[src/rtl/fpu_norm_pkg.sv]
// Shared types and helpers for the extended-precision normalizer arbiter.
package fpu_norm_pkg;

    localparam int unsigned FP80_W           = 80;
    localparam int unsigned EXP_W            = 15;
    localparam int unsigned MANT_W           = 64;
    localparam int unsigned NORM_LATENCY_DEF = 5;

    // Slot fields are sized for the widest supported configuration (8 requesters, 16-bit tags).
    localparam int unsigned SLOT_ID_W  = 3;
    localparam int unsigned SLOT_TAG_W = 16;

    typedef struct packed {
        logic                  valid;
        logic [SLOT_ID_W-1:0]  id;
        logic [SLOT_TAG_W-1:0] tag;
        logic                  zero;
        logic                  sign;
    } norm_slot_t;

    function automatic logic fp_sign(input logic [FP80_W-1:0] op);
        return op[FP80_W-1];
    endfunction

    function automatic logic [EXP_W-1:0] fp_exp(input logic [FP80_W-1:0] op);
        return op[FP80_W-2 -: EXP_W];
    endfunction

    function automatic logic [MANT_W-1:0] fp_mant(input logic [FP80_W-1:0] op);
        return op[MANT_W-1:0];
    endfunction

endpackage

[src/rtl/rr_arbiter.sv]
// Round-robin arbiter: first request at or after the pointer wins, pointer moves past the winner.
module rr_arbiter #(
    parameter int unsigned N = 4,
    localparam int unsigned IDW = $clog2(N)
) (
    input  logic           clk,
    input  logic           reset,
    input  logic [N-1:0]   req,
    input  logic           advance,
    output logic [N-1:0]   grant,
    output logic [IDW-1:0] grant_id
);

    logic [IDW-1:0] ptr;
    logic           found;
    int unsigned    idx;

    // Upward search from the pointer with wrap-around.
    always_comb begin
        grant    = '0;
        grant_id = '0;
        found    = 1'b0;
        idx      = 0;
        for (int unsigned k = 0; k < N; k++) begin
            idx = (32'(ptr) + k) % N;
            if (!found && req[idx]) begin
                found       = 1'b1;
                grant[idx]  = 1'b1;
                grant_id    = IDW'(idx);
            end
        end
    end

    // Pointer advances one past the accepted requester; holds otherwise.
    always_ff @(posedge clk) begin
        if (reset) begin
            ptr <= '0;
        end else if (advance) begin
            ptr <= (grant_id == IDW'(N-1)) ? '0 : grant_id + IDW'(1);
        end
    end

endmodule

[src/rtl/fpu_normalizer_arbiter.sv]
// Shares one fixed-latency normalizer between FPU requesters; a tag delay line routes results home.
module fpu_normalizer_arbiter
    import fpu_norm_pkg::*;
#(
    parameter int unsigned NUM_REQ      = 4,
    parameter int unsigned TAG_W        = 4,
    parameter int unsigned NORM_LATENCY = NORM_LATENCY_DEF,
    localparam int unsigned ID_W  = $clog2(NUM_REQ),
    localparam int unsigned INF_W = $clog2(NORM_LATENCY + 2)
) (
    input  logic                      clk,
    input  logic                      reset,
    input  logic [NUM_REQ-1:0]        req_valid,
    output logic [NUM_REQ-1:0]        req_ready,
    input  logic [NUM_REQ*FP80_W-1:0] req_operand,
    input  logic [NUM_REQ*TAG_W-1:0]  req_tag,
    input  logic                      flush,
    output logic [FP80_W-1:0]         norm_in,
    input  logic [FP80_W-1:0]         norm_out,
    output logic                      res_valid,
    output logic [ID_W-1:0]           res_req_id,
    output logic [TAG_W-1:0]          res_tag,
    output logic [FP80_W-1:0]         res_data,
    output logic                      res_zero,
    output logic                      busy,
    output logic [INF_W-1:0]          inflight
);

    logic [NUM_REQ-1:0] arb_req;
    logic [NUM_REQ-1:0] grant;
    logic [ID_W-1:0]    grant_id;
    logic               accept;
    logic [TAG_W-1:0]   sel_tag;
    norm_slot_t         slot_in;
    norm_slot_t         line [NORM_LATENCY];
    norm_slot_t         tail;
    logic [INF_W-1:0]   inflight_nxt;

    // No grants while a flush is being taken.
    assign arb_req   = flush ? '0 : req_valid;
    assign req_ready = grant;
    assign accept    = |grant;
    assign tail      = line[NORM_LATENCY-1];

    rr_arbiter #(.N(NUM_REQ)) u_arb (
        .clk      (clk),
        .reset    (reset),
        .req      (arb_req),
        .advance  (accept),
        .grant    (grant),
        .grant_id (grant_id)
    );

    // Operand mux and stage-0 slot; an empty issue slot carries zeros.
    always_comb begin
        norm_in = '0;
        sel_tag = '0;
        slot_in = '0;
        if (accept) begin
            norm_in       = req_operand[FP80_W*int'(grant_id) +: FP80_W];
            sel_tag       = req_tag[TAG_W*int'(grant_id) +: TAG_W];
            slot_in.valid = 1'b1;
            slot_in.id    = SLOT_ID_W'(grant_id);
            slot_in.tag   = SLOT_TAG_W'(sel_tag);
            slot_in.zero  = (fp_mant(norm_in) == '0);
            slot_in.sign  = fp_sign(norm_in);
        end
    end

    // Delay line shifting in lockstep with the normalizer; flush kills every valid.
    always_ff @(posedge clk) begin
        if (reset) begin
            for (int unsigned i = 0; i < NORM_LATENCY; i++) begin
                line[i] <= '0;
            end
        end else begin
            line[0] <= slot_in;
            for (int unsigned i = 1; i < NORM_LATENCY; i++) begin
                line[i] <= line[i-1];
            end
            if (flush) begin
                for (int unsigned i = 0; i < NORM_LATENCY; i++) begin
                    line[i].valid <= 1'b0;
                end
            end
        end
    end

    // Result register: zero-mantissa operands bypass the normalizer as signed zero.
    always_ff @(posedge clk) begin
        if (reset) begin
            res_valid  <= 1'b0;
            res_req_id <= '0;
            res_tag    <= '0;
            res_data   <= '0;
            res_zero   <= 1'b0;
        end else begin
            res_valid <= tail.valid & ~flush;
            if (tail.valid) begin
                res_req_id <= ID_W'(tail.id);
                res_tag    <= TAG_W'(tail.tag);
                res_zero   <= tail.zero;
                res_data   <= tail.zero ? {tail.sign, {(FP80_W-1){1'b0}}} : norm_out;
            end
        end
    end

    // Occupancy covers the delay line plus the result register, so it retires when res_valid drops out.
    always_comb begin
        inflight_nxt = inflight;
        if (flush) begin
            inflight_nxt = '0;
        end else if (accept && !res_valid) begin
            inflight_nxt = inflight + INF_W'(1);
        end else if (!accept && res_valid) begin
            inflight_nxt = inflight - INF_W'(1);
        end
    end

    // Occupancy and busy registers.
    always_ff @(posedge clk) begin
        if (reset) begin
            inflight <= '0;
            busy     <= 1'b0;
        end else begin
            inflight <= inflight_nxt;
            busy     <= (inflight_nxt != '0);
        end
    end

endmodule

[config.mk]
export PLATFORM = sky130hd
export DESIGN_NAME = fpu_normalizer_arbiter
export DESIGN_NICKNAME = d
export VERILOG_FILES = /design/src/rtl/fpu_norm_pkg.sv /design/src/rtl/rr_arbiter.sv /design/src/rtl/fpu_normalizer_arbiter.sv
export SDC_FILE = /design/constraint.sdc
export NUM_CORES = 1
export LEC_CHECK = 0
export BUFFER_PORTS_ARGS = -buffer_cell sky130_fd_sc_hd__buf_2
export CORE_AREA = 2 2 234 236
export CTS_CLUSTER_DIAMETER = 30
export CTS_CLUSTER_SIZE = 24
export DETAILED_ROUTE_END_ITERATION = 16
export DIE_AREA = 0 0 236 238
export GPL_TIMING_DRIVEN = 0
export SYNTH_ARGS = -nofsm -noshare
export SYNTH_HDL_FRONTEND = slang
export SYNTH_SLANG_ARGS = --single-unit
[constraint.sdc]
create_clock -name clk -period 4.1 [get_ports clk]
set_input_delay 0.41 -clock clk [delete_from_list [all_inputs] [get_ports clk]]
set_output_delay 0.41 -clock clk [all_outputs]
set_load 0.01 [all_outputs]
* Yosys cells after proc, flatten, opt, wreduce, memory -nomap -nowiden
Memories as Yosys holds them, arrays and structs flattened.
Cells that the tools add are included.
** Operators by class
- $add $sub $neg :: 6
- Multiplexer cells :: 51
- Bitwise gates (word level) :: 15
- Shifts and indexed selects :: 2
- Multiply operators :: 1
- Equality and inequality tests :: 1
- Reductions and logical operators :: 17
- $lt $le $gt $ge :: 8
** Operators by type and width (count)
- indexed part select 320 x 10 -> 80 bit :: 1
- two-way mux 80 bit :: 2
- two-way mux 22 bit :: 6
- zero test 64 bit :: 1
- two-way mux 1 bit :: 22
- two-way mux 4 bit :: 5
- indexed part select 16 x 5 -> 4 bit :: 1
- less-than comparator 2 x 3 -> 1 bit (second input constant) :: 4
- bitwise OR 4 bit :: 3
- two-way mux 2 bit :: 5
- bitwise OR 1 bit :: 10
- logical AND 1 bit :: 9
- two-way mux 3 bit :: 3
- binary-select mux 1 bit (select 2 bit) :: 4
- demux 1 bit (select 2 bit) :: 4
- >= comparator 2 x 1 -> 1 bit (second input constant) :: 4
- zero test 1 bit :: 5
- multiplier 3 x 2 -> 5 bit (first input constant) :: 1
- adder 2 x 1 -> 2 bit (second input constant) :: 2
- adder 2 bit (second input constant) :: 2
- OR reduction 4 bit :: 1
- adder 3 x 1 -> 3 bit (second input constant) :: 1
- nonzero test 3 bit :: 1
- subtractor 3 x 1 -> 3 bit (second input constant) :: 1
- 3 further kinds :: 3
** Word-level totals
- Output and inout port bits :: 176
- Word-level logic and storage cells :: 110
- Bits in registers :: 94
- Bits in writable memories :: 110
- Memories :: 1
** Memory list
- line :: words 5, bits a word 22, rd ports 5, clocked after Yosys merged registers in 0, wr ports 5, RTL line fpu_normalizer_arbiter.sv:35 : norm_slot_t line [NORM_LATENCY];

* Longest topological paths before layout
Gate-level depths: netlist of the first run.
- Depth after elaboration :: 20
- Depth in mapped cells :: 15
- Mapped depth without buffers :: 11

* Hierarchy
A second synthesis of the first run with hierarchy kept.
** Unflattened totals
- Cells, all modules :: 764
- Area total of the unflattened synthesis :: 7825.0 µm²
** Modules (own cells, without submodules)
- fpu_normalizer_arbiter :: area each 7353.3 µm², cells each 714, instances 1, sequential area each 2742.6 µm²
- rr_arbiter :: area each 471.7 µm², cells each 50, instances 1, sequential area each 40.0 µm²

* Worst setup path after synthesis of the first run
No wires, ideal clock.
- Path kind :: flip-flop to output port
- Start point :: register u_arb.ptr[1]
- End point :: output port norm_in[71]
- Data arrival time :: 3.199 ns
- Cell stages (with the launch flop) :: 12
- Path buffers :: 4
- Setup slack :: 0.491 ns
- Path through :: dfxtp_1 clkbuf_1 inv_1 ha_1 buf_2 mux2_1 o41ai_1 a221o_1 nor4_4 buf_2 buf_2 a311oi_1
** Between the ends
- Elaborated cells on any way between the ends :: 55
** RTL lines
- from (decl) :: RTL line rr_arbiter.sv:14 : logic [IDW-1:0] ptr;
- from (signal assigned) :: RTL line rr_arbiter.sv:39 : ptr <= (grant_id == IDW'(N-1)) ? '0 : grant_id + IDW'(1);
- branches (longest 11 deep; another with less-than comparator 2 x 3 -> 1 bit)
- two-way mux 4 bit * :: RTL line rr_arbiter.sv:26 : if (!found && req[idx]) begin
- net req_ready[1] :: RTL line fpu_normalizer_arbiter.sv:14 : output logic [NUM_REQ-1:0] req_ready,
- OR reduction 4 bit * :: RTL line fpu_normalizer_arbiter.sv:42 : assign accept = |grant;
- two-way mux 80 bit * :: RTL line fpu_normalizer_arbiter.sv:59 : if (accept) begin
- to (decl) :: RTL line fpu_normalizer_arbiter.sv:18 : output logic [FP80_W-1:0] norm_in,
Mark *: on every way through the listed nets, which the timed path passes. The select of a mux whose other input is x is not followed.

* Worst setup path in the final report of the first run
- Start point :: register u_arb.ptr[0]
- End point :: output port norm_in[39]
** Between the ends
- Cells in the longest elaborated chain, start to end :: 15
- Elaborated cells on any way between the ends :: 55
** Ends and longest elaborated chain (RTL line)
- branches (longest 14 deep; another with multiplier 3 x 2 -> 5 bit)
- two-way mux 80 bit * :: fpu_normalizer_arbiter.sv:59
Every way passes the cells marked *. The select of a mux whose other input is x is not followed.

==> metrics.cfg, run 1 <==
[status]
status=finished, final reports clean

[power_and_ir_drop]
cellLeakagePower_nw=6.76
p_total_mw=7.52
ir_drop_v=0.000285
pwr_density_cell_nw_per_um2=542

[floorplanning]
initial_core_util_pct=16.1
io_pins=599
die_h_um=238
core-area_um2=53500
die_area_um2=56200
row_count=85
die_w_um=236

[timing]
rsz0062_at_grt=false
worstMarginPinSlew_ps=1070
finalHoldViolations=0
maxSlewHeadroom_pct=28.0
clock_skew_ps=10.9
fmax_ghz=0.257
finalSetupViolations=0
post-route-min-period_ps=3890
drv_slew=0
period_share_pct=94.9

[clock_network]
hold_buffers=0
cts_root_buf=clkbuf_16
cts_buffer_depth=2
clock_sinks=139
cts_tree=built
htreeDepth=4
numCtsBuffers=17
clk_latency_ps=430
clk_pin_slew_ps=60

[cells_and_area]
final_common_cell=buf_2
layout_common_cells=598 x buf_2, 348 x nand2_1, 137 x dfxtp_1
stdcell_count=2617
utilization_pct=25.9
fin_area_um2=13900
nFillCells=6088
drive_above_1_share_pct=40.6
area_delta_synth_final_pct=60.8
layout.nets=2314

[synthesis]
ys.flop_type=dfxtp_1
ys_types=50
synth_mux_area_share_pct=2.46
async_reset_ff_share_pct=0
synth_xor_xnor_area_share_pct=0.304
ys_seq_area_share_pct=32.2
synth_area_leaders=dfxtp_1 32%, nand2_1 15%, nor2b_1 8.3%, a311oi_1 7.3%, and3_1 5.3%
ys_seq_elements=139
yosys.area.top_type=dfxtp_1
netlist_area_um2=8630
synth.net_count=1684
netlist_instances=1250
yosysTopAreaCellShare_pct=32.2
yosys.area_share.simple_pct=41.4
synth_edf_count=0
synthAdderAreaFrac_pct=1.83
syn_area_per_cell_um2=6.90
ys.warnings.count=0
synth_top_family_by_area=simple AND/OR/NAND/NOR gates
synth-compound-area-share_pct=16.1

[route]
wl_per_cell_um=23.4
vias_per_cell=4.54
drc_errors=0
via_count=11900
postRouteAntennaNets=0
drt_iter0_drc=636
dr.pass1.iters=5
routed_wl_mm=61.2

[critical_path]
cpMaxStageDelayCell=o41ai_4
cp_common_cell=buf_4
path_class=register to primary output
startpoint_type=register
cp-end-kind=primary output
worstPathRequired_ps=3690
worst-path-buf-inv=6
crit_family=compound AO/OA/AOI/OAI gates
cp_max_fo=10
cpPeakStageDelay_ps=460
crit_chain=clkinvlp_4 -> ha_1 -> buf_6 -> mux2_2 -> o41ai_4 -> a221o_1 -> nor4_4 -> buf_4 -> buf_8 -> buf_4 -> a311oi_1 -> buf_2
arrival_ps=3480

[global_route]
grt_pass1_vias=11600
grt_pass1_wl_mm=83.9
grt.total_usage_pct=20.9
overflow=0
antenna_found_initial=49
grt_max_degree=17

[placement]
place_inst=2542
portBuffers=596
hpwlAfterDp_mm=52.3
place_area_um2=12500
gp_congestion=1.02

[worst_hold_path]
hold_class=primary input to register

[job]
drv_cap=0

## registers in the layout, summed over array words and instances, names as in the netlist
register and count:
res_tag 4, res_valid 1, busy 1, line 45, inflight 3, res_data 80, res_zero 1, u_arb.ptr 2
res_req_id 2
## worst min-delay path: cells and delay by family
family	cells	cell delay, ps
buffers and inverters	1	80
AND/OR/NAND/NOR	1	70
AO/OA/AOI/OAI	1	50
## layer usage
metal  GRT usage [%]  wire [um]
met5               0         43
met4            15.2       4640
met3            3.97       3760
met2            37.4      29900
met1            22.0      22800
## cell usage after synthesis (all sizes together), types with 11 or more instances
cell type and number:
clkbuf 85, a21oi 84, nor4 52, nand4 14, mux2i 13, nor2 112, nand2 348, dfxtp 139
buf 23, and3 73, nand3 13, nor2b 115, o21ai 15, inv 15, ha 11, a311oi 72
## final timing paths
check	cells after the start	start	slack [ps]	end
worst max-delay path	12	u_arb.ptr[0]	210	norm_in[39]
worst min-delay path	3	norm_out[66]	210	res_data[66]
worst max register to register	13	u_arb.ptr[0]	380	line[0][1]
worst min register to register	1	line[0][43]	420	line[0][65]
## cell families after synthesis
kind of cell	Yosys count
buffers and inverters	123
AO/OA/AOI/OAI	202
multiplexers	18
XOR/XNOR	3
flip-flops	139
AND/OR/NAND/NOR	752
adder cells (fa/ha/maj)	13
## per-stage QoR
| step | TNS [ps] | hold WS, ps | worst slack [ps] |
|---|---|---|---|
| 3_5_place_dp | -76290 | 412 | -1120 |
| 5_1_grt | 0 | 203 | 67.5 |
| 6_report | 0 | 209 | 211 |
| 3_3_place_gp | -74450 | 407 | -1380 |
| 4_1_cts | 0 | 188 | 4.22 |
| 2_1_floorplan | 0 | 406 | 491 |
## power by group
part / total [mW] / leakage, nW / internal, mW / switching (mW)
combinational: 4.64 / 5.37 / 1.78 / 2.85
sequential: 1.44 / 1.12 / 1.42 / 0.0254
clock: 1.44 / 0.269 / 0.836 / 0.605
total: 7.52 / 6.76 / 4.04 / 3.48
## cell type report
cell class                      count  area, um^2  area share, %
Multi-Input combinational cell    988        5770           41.6
Timing Repair Buffer              613        3130           22.6
Sequential cell                   139        2790           20.1
Tap cell                          696         871           6.28
Buffer                            106         626           4.51
Clock buffer                       18         429           3.09
Clock inverter                     13         120          0.866
Antenna cell                       29        72.6          0.523
Inverter                           15        60.1          0.433
## what timing repair did
action | in CTS | in global routing
setup endpoints to repair | 90 | 80
gates resized for setup | 141 | 26
pin swaps | 6 | 4
hold endpoints to repair | 0 | 0
setup buffers | 11 | 6
Note: power is estimated with default switching activity, not from simulation.
==> run 2, diff against run 1 <==
Settings changed: CORE_AREA 2 2 234 236 to 2 2 230 232, DIE_AREA 0 0 236 238 to 0 0 232 234.
Clock period 4.1 ns to 4.6 ns, I/O delays scaled along.
==> run 2 against run 1 <==
Against the previous run:
- sequential power is 10% lower
- sequential share of layout area is 0.66 points higher
- hold slack better by 52 ps
- final cell count down 0.99%
- die area fell by 3.3%
- clock skew decreased by 1.9 ps
- total power is 16% lower
- combinational power down 20%
- register-to-register slack better by 40 ps
- first-iteration DRC count is 8.6% higher
- critical endpoint is now norm_in[72]
==> metrics.cfg, run 2 (synthesized netlist as in run 1, its figures left out) <==
[global_route]
met1_usage_pct=21.5
grt_pass1_vias=11200
overflow=0
grt_max_degree=17
use_met2_pct=38.2
gr-max-usage-layer=met2
antenna_found_initial=41
grt_pass1_wl_mm=79.5
grt.total_usage_pct=20.7
use_met3_pct=4.07

[placement]
hpwlAfterDp_mm=51.5
portBuffers=596
place_inst=2534
gp_congestion=1.05

[route]
via_count=12000
wl_per_cell_um=23.0
drt_iter0_drc=691
drc_errors=0
dr.pass1.iters=5
postRouteAntennaNets=0
vias_per_cell=4.63
routed_wl_mm=59.6

[cells_and_area]
largest_reg_flops=80
stdcell_count=2591
registers.top_by_ff_count=res_data
nFillCells=6014
area_delta_synth_final_pct=55.5
final_common_cell=buf_2
drive_above_1_share_pct=38.0
top_regs=res_data: 80 flops, line: 45 flops, res_tag: 4 flops
layout_common_cells=609 x buf_2, 348 x nand2_1, 137 x dfxtp_1
layout.nets=2302

[timing]
period_share_pct=95.7
finalSetupViolations=0
finalHoldViolations=0
maxSlewHeadroom_pct=28.4
post-route-min-period_ps=4400
worstMarginPinSlew_ps=1060
drv_slew=0
clock_skew_ps=9.00
holdWs_ps=261
fmax_ghz=0.227
rsz0062_at_grt=false

[clock_network]
numCtsBuffers=17
clock_sinks=139
cts_buffer_depth=2
cts_tree=built
clk_pin_slew_ps=60
cts_root_buf=clkbuf_16
clk_latency_ps=430
htreeDepth=4

[floorplanning]
core-area_um2=52000
initial_core_util_pct=16.6
die_h_um=234
row_count=84
die_w_um=232
io_pins=599
die_area_um2=54300

[critical_path]
worst-path-buf-inv=7
cp_max_fo=10
crit_family=buffers and inverters
cp-end-kind=primary output
startpoint_type=register
crit_cells=14
path_class=register to primary output
arrival_ps=3940
reg2reg_depth=15
worstPathRequired_ps=4140
cpMaxStageDelayCell=dfxtp_4
cp_common_cell=clkbuf_4
crit_chain=buf_6 -> clkinvlp_4 -> ha_1 -> clkbuf_4 -> nand2_1 -> a21oi_1 -> o31ai_4 -> clkbuf_4 -> buf_2 -> clkbuf_4 -> nand2_1 -> and3_1 -> a311oi_1 -> buf_2
cpPeakStageDelay_ps=400

[job]
drv_cap=0

[worst_hold_path]
hold_class=primary input to register
hold_depth=3

[power_and_ir_drop]
p_total_mw=6.28
ir_drop_v=0.000220
cellLeakagePower_nw=6.60
pwr_density_cell_nw_per_um2=468

[status]
status=finished, final reports clean

-- run 2: through the flow --
step	instance area (um^2)	TNS [ps]	utilization, %	setup slack [ps]
3_5_place_dp	12500	-44360	24.0	-863
3_3_place_gp	12500	-41340	24.0	-964
4_1_cts	13300	0	25.6	1.25
6_report	13400	0	25.8	196
2_1_floorplan	8630	0	-	941
5_1_grt	13400	0	25.8	10.3
-- run 2: what timing repair did --
action,4_1_cts,5_1_grt
hold buffers,0,0
buffers inserted,3,0
resized for setup,70,29
pin swaps,2,2
endpoints found under the setup margin,86,74
-- run 2: routing by layer --
metal,part of all wire [%],vias to the layer above
met2,50,692
met3,7.2,155
met1,36,5552
met4,6.8,10
li1,-,5588
met5,0.12,-
-- run 2: power by group --
group / internal, mW / switching (mW) / leakage [nW] / total [mW]
registers: 1.26 / 0.0302 / 1.12 / 1.29
clock network: 0.763 / 0.521 / 0.270 / 1.28
logic: 1.32 / 2.38 / 5.21 / 3.71
total: 3.35 / 2.93 / 6.60 / 6.28
-- run 2: tightest hold or removal path: stages --
cell and delay [ps]:
buf_2 80, a21oi_1 50, nor2_1 70
-- run 2: cell type report --
| type | instances | area (um^2) | share of cell area [%] |
|---|---|---|---|
| Clock inverter | 11 | 114 | 0.848 |
| Multi-Input combinational cell | 988 | 5560 | 41.4 |
| Sequential cell | 139 | 2790 | 20.8 |
| Clock buffer | 20 | 447 | 3.33 |
| Tap cell | 688 | 861 | 6.41 |
| Inverter | 15 | 60.1 | 0.447 |
| Buffer | 108 | 532 | 3.96 |
| Antenna cell | 23 | 57.6 | 0.429 |
| Timing Repair Buffer | 599 | 3010 | 22.4 |
-- run 2: worst paths after layout --
kind	end	from	slack, ps
worst max register to register	line[0][1]	u_arb.ptr[0]	420
worst max-delay path	norm_in[72]	u_arb.ptr[0]	200
worst min-delay path	res_data[31]	norm_out[31]	260
worst min register to register	line[0][65]	line[0][43]	420
==> run 3, diff against run 2 <==
Settings changed: CORE_AREA 2 2 230 232 to 2 2 231 233, DIE_AREA 0 0 232 234 to 0 0 233 235, SYNTH_HIERARCHICAL set to 1.
==> run 3 against run 2 <==
Against the previous run:
- die area rose by 0.86%
- clock power barely moved
- count of clock-buffer cells in the layout did not move
- critical path depth fell by 1
- design area fell by 7.7%
- worst setup slack improved by 26 ps
- total power rose by 26%
- hold slack got worse by 17 ps
- register-to-register slack got worse by 100 ps
==> metrics.cfg, run 3 <==
[floorplanning]
io_pins=599
die_w_um=233
initial_core_util_pct=15.0
die_area_um2=54800
die_h_um=235
core-area_um2=52200
row_count=84

[synthesis]
netlist_area_um2=7830
synth.net_count=1194
ys_seq_area_share_pct=35.6
syn_area_per_cell_um2=10.2
synth_edf_count=0
async_reset_ff_share_pct=0
ys_types=43
ys.warnings.count=6
ys_seq_elements=139
ys.flop_type=dfxtp_1
yosys.area.top_type=dfxtp_1
synth.cells.most_frequent=139 x dfxtp_1, 122 x nor2b_1, 96 x nor2_1
yosysMostFrequentCell=dfxtp_1
synth_area_leaders=dfxtp_1 36%, mux4_2 25%, nor2b_1 9.8%, and2_1 6.9%, a21oi_1 5.1%
yosysTopAreaCellShare_pct=35.6
netlist_instances=764

[placement]
hpwlAfterDp_mm=43.1
portBuffers=598
gp_congestion=0.982

[cells_and_area]
top_regs=res_data: 80 flops, line: 45 flops, res_tag: 4 flops
drive_above_1_share_pct=54.6
area_delta_synth_final_pct=58.3
layout.nets=1812
largest_reg_flops=80
registers.top_by_ff_count=res_data
layout_common_cells=602 x buf_2, 137 x dfxtp_1, 122 x nor2b_1
final_common_cell=buf_2

[clock_network]
clk_pin_slew_ps=60
numCtsBuffers=17
cts_buffer_depth=2
cts_root_buf=clkbuf_16
htreeDepth=4
clock_sinks=139
cts_tree=built
clk_latency_ps=430

[global_route]
gr-max-usage-layer=met2
grt.total_usage_pct=17.3
grt_max_degree=17
grt_pass1_wl_mm=66.3
use_met2_pct=32.9
use_met3_pct=3.79
antenna_found_initial=46
met1_usage_pct=18.5
overflow=0
grt_pass1_vias=9222

[power_and_ir_drop]
pwr_density_cell_nw_per_um2=641
cellLeakagePower_nw=5.78
p_total_mw=7.94
ir_drop_v=0.000441

[timing]
fmax_ghz=0.228
worstMarginPinSlew_ps=817
fin_tns_setup_ps=0
rsz0062_at_grt=false
drv_slew=0
maxSlewHeadroom_pct=45.5
post-route-min-period_ps=4380
period_share_pct=95.2
finalHoldViolations=0
finalSetupViolations=0
clock_skew_ps=8.04

[route]
dr.pass1.iters=5
wl_per_cell_um=23.1
via_count=8822
drt_iter0_drc=335
postRouteAntennaNets=0
drc_errors=0
vias_per_cell=4.20
routed_wl_mm=48.6

[critical_path]
path_class=register to primary output
cp_max_fo=10
startpoint_type=register
worstPathRequired_ps=4140
cp-end-kind=primary output
arrival_ps=3920

[job]
drv_cap=0

[status]
status=finished, final reports clean

[worst_hold_path]
hold_class=primary input to register

[run 3: critical path: stages, from the launching register on]
cell and delay, ps:
dfxtp_2 370, buf_6 160, inv_1 80, ha_1 350, mux4_2 370, nor4b_4 270, buf_4 180, a32o_2 290
buf_6 230, clkbuf_4 270, buf_4 250, mux4_2 340, and2_1 180, buf_2 140
[run 3: kinds of logic after synthesis]
kind of cell	after synthesis	share of synthesized area, %
adder cells (fa/ha/maj)	7	1.12
AO/OA/AOI/OAI	105	7.55
multiplexers	99	26.8
flip-flops	139	35.6
XOR/XNOR	3	0.336
AND/OR/NAND/NOR	340	24.4
buffers and inverters	71	4.33
[run 3: where the power goes]
part           leakage (nW)  switching (mW)  internal [mW]
Combinational          4.40            2.93           2.45
Sequential             1.12          0.0261           1.26
Clock                 0.257           0.559          0.716
Total                  5.78            3.51           4.43
[run 3: layer usage]
layer / wire, um / part of all wire [%]
met2: 25500 / 53
met5: 81 / 0.17
met3: 3060 / 6.3
met1: 18000 / 37
met4: 1930 / 4.0
[run 3: timing repair]
item                       CTS  global route
setup endpoints to repair   81            81
gates cloned                 0             0
hold buffers                 0             0
resized for setup           36            18
buffers inserted             2             0
[run 3: metrics by stage]
step	hold WS, ps	instances	setup slack (ps)	area, um^2	utilization [%]
after floorplan	406	764	799	7830	-
after global placement	412	2050	-458	11700	22.4
after detailed placement	416	2050	-540	11700	22.4
after CTS	227	2084	3.10	12300	23.6
after global routing	239	2093	18.8	12400	23.7
final	244	2099	222	12400	23.7
[run 3: area by class of cell]
type                            instances  area [um^2]
Antenna cell                           16         40.0
Buffer                                 63          389
Clock buffer                           20          447
Clock inverter                         12          103
Fill cell                            5762        39900
Inverter                                7         26.3
Multi-Input combinational cell        554         4730
Sequential cell                       139         2790
Tap cell                              688          861
Timing Repair Buffer                  600         3010
[run 3: worst paths after layout]
kind | start | endpoint | slack, ps | depth (start not counted)
min reg2reg | line[0][21] | line[0][43] | 430 | 1
max | register | norm_in[67] | 220 | 13
min | reset | u_arb/ptr[1] | 240 | 2
max reg2reg | register | line[0][1] | 320 | 13
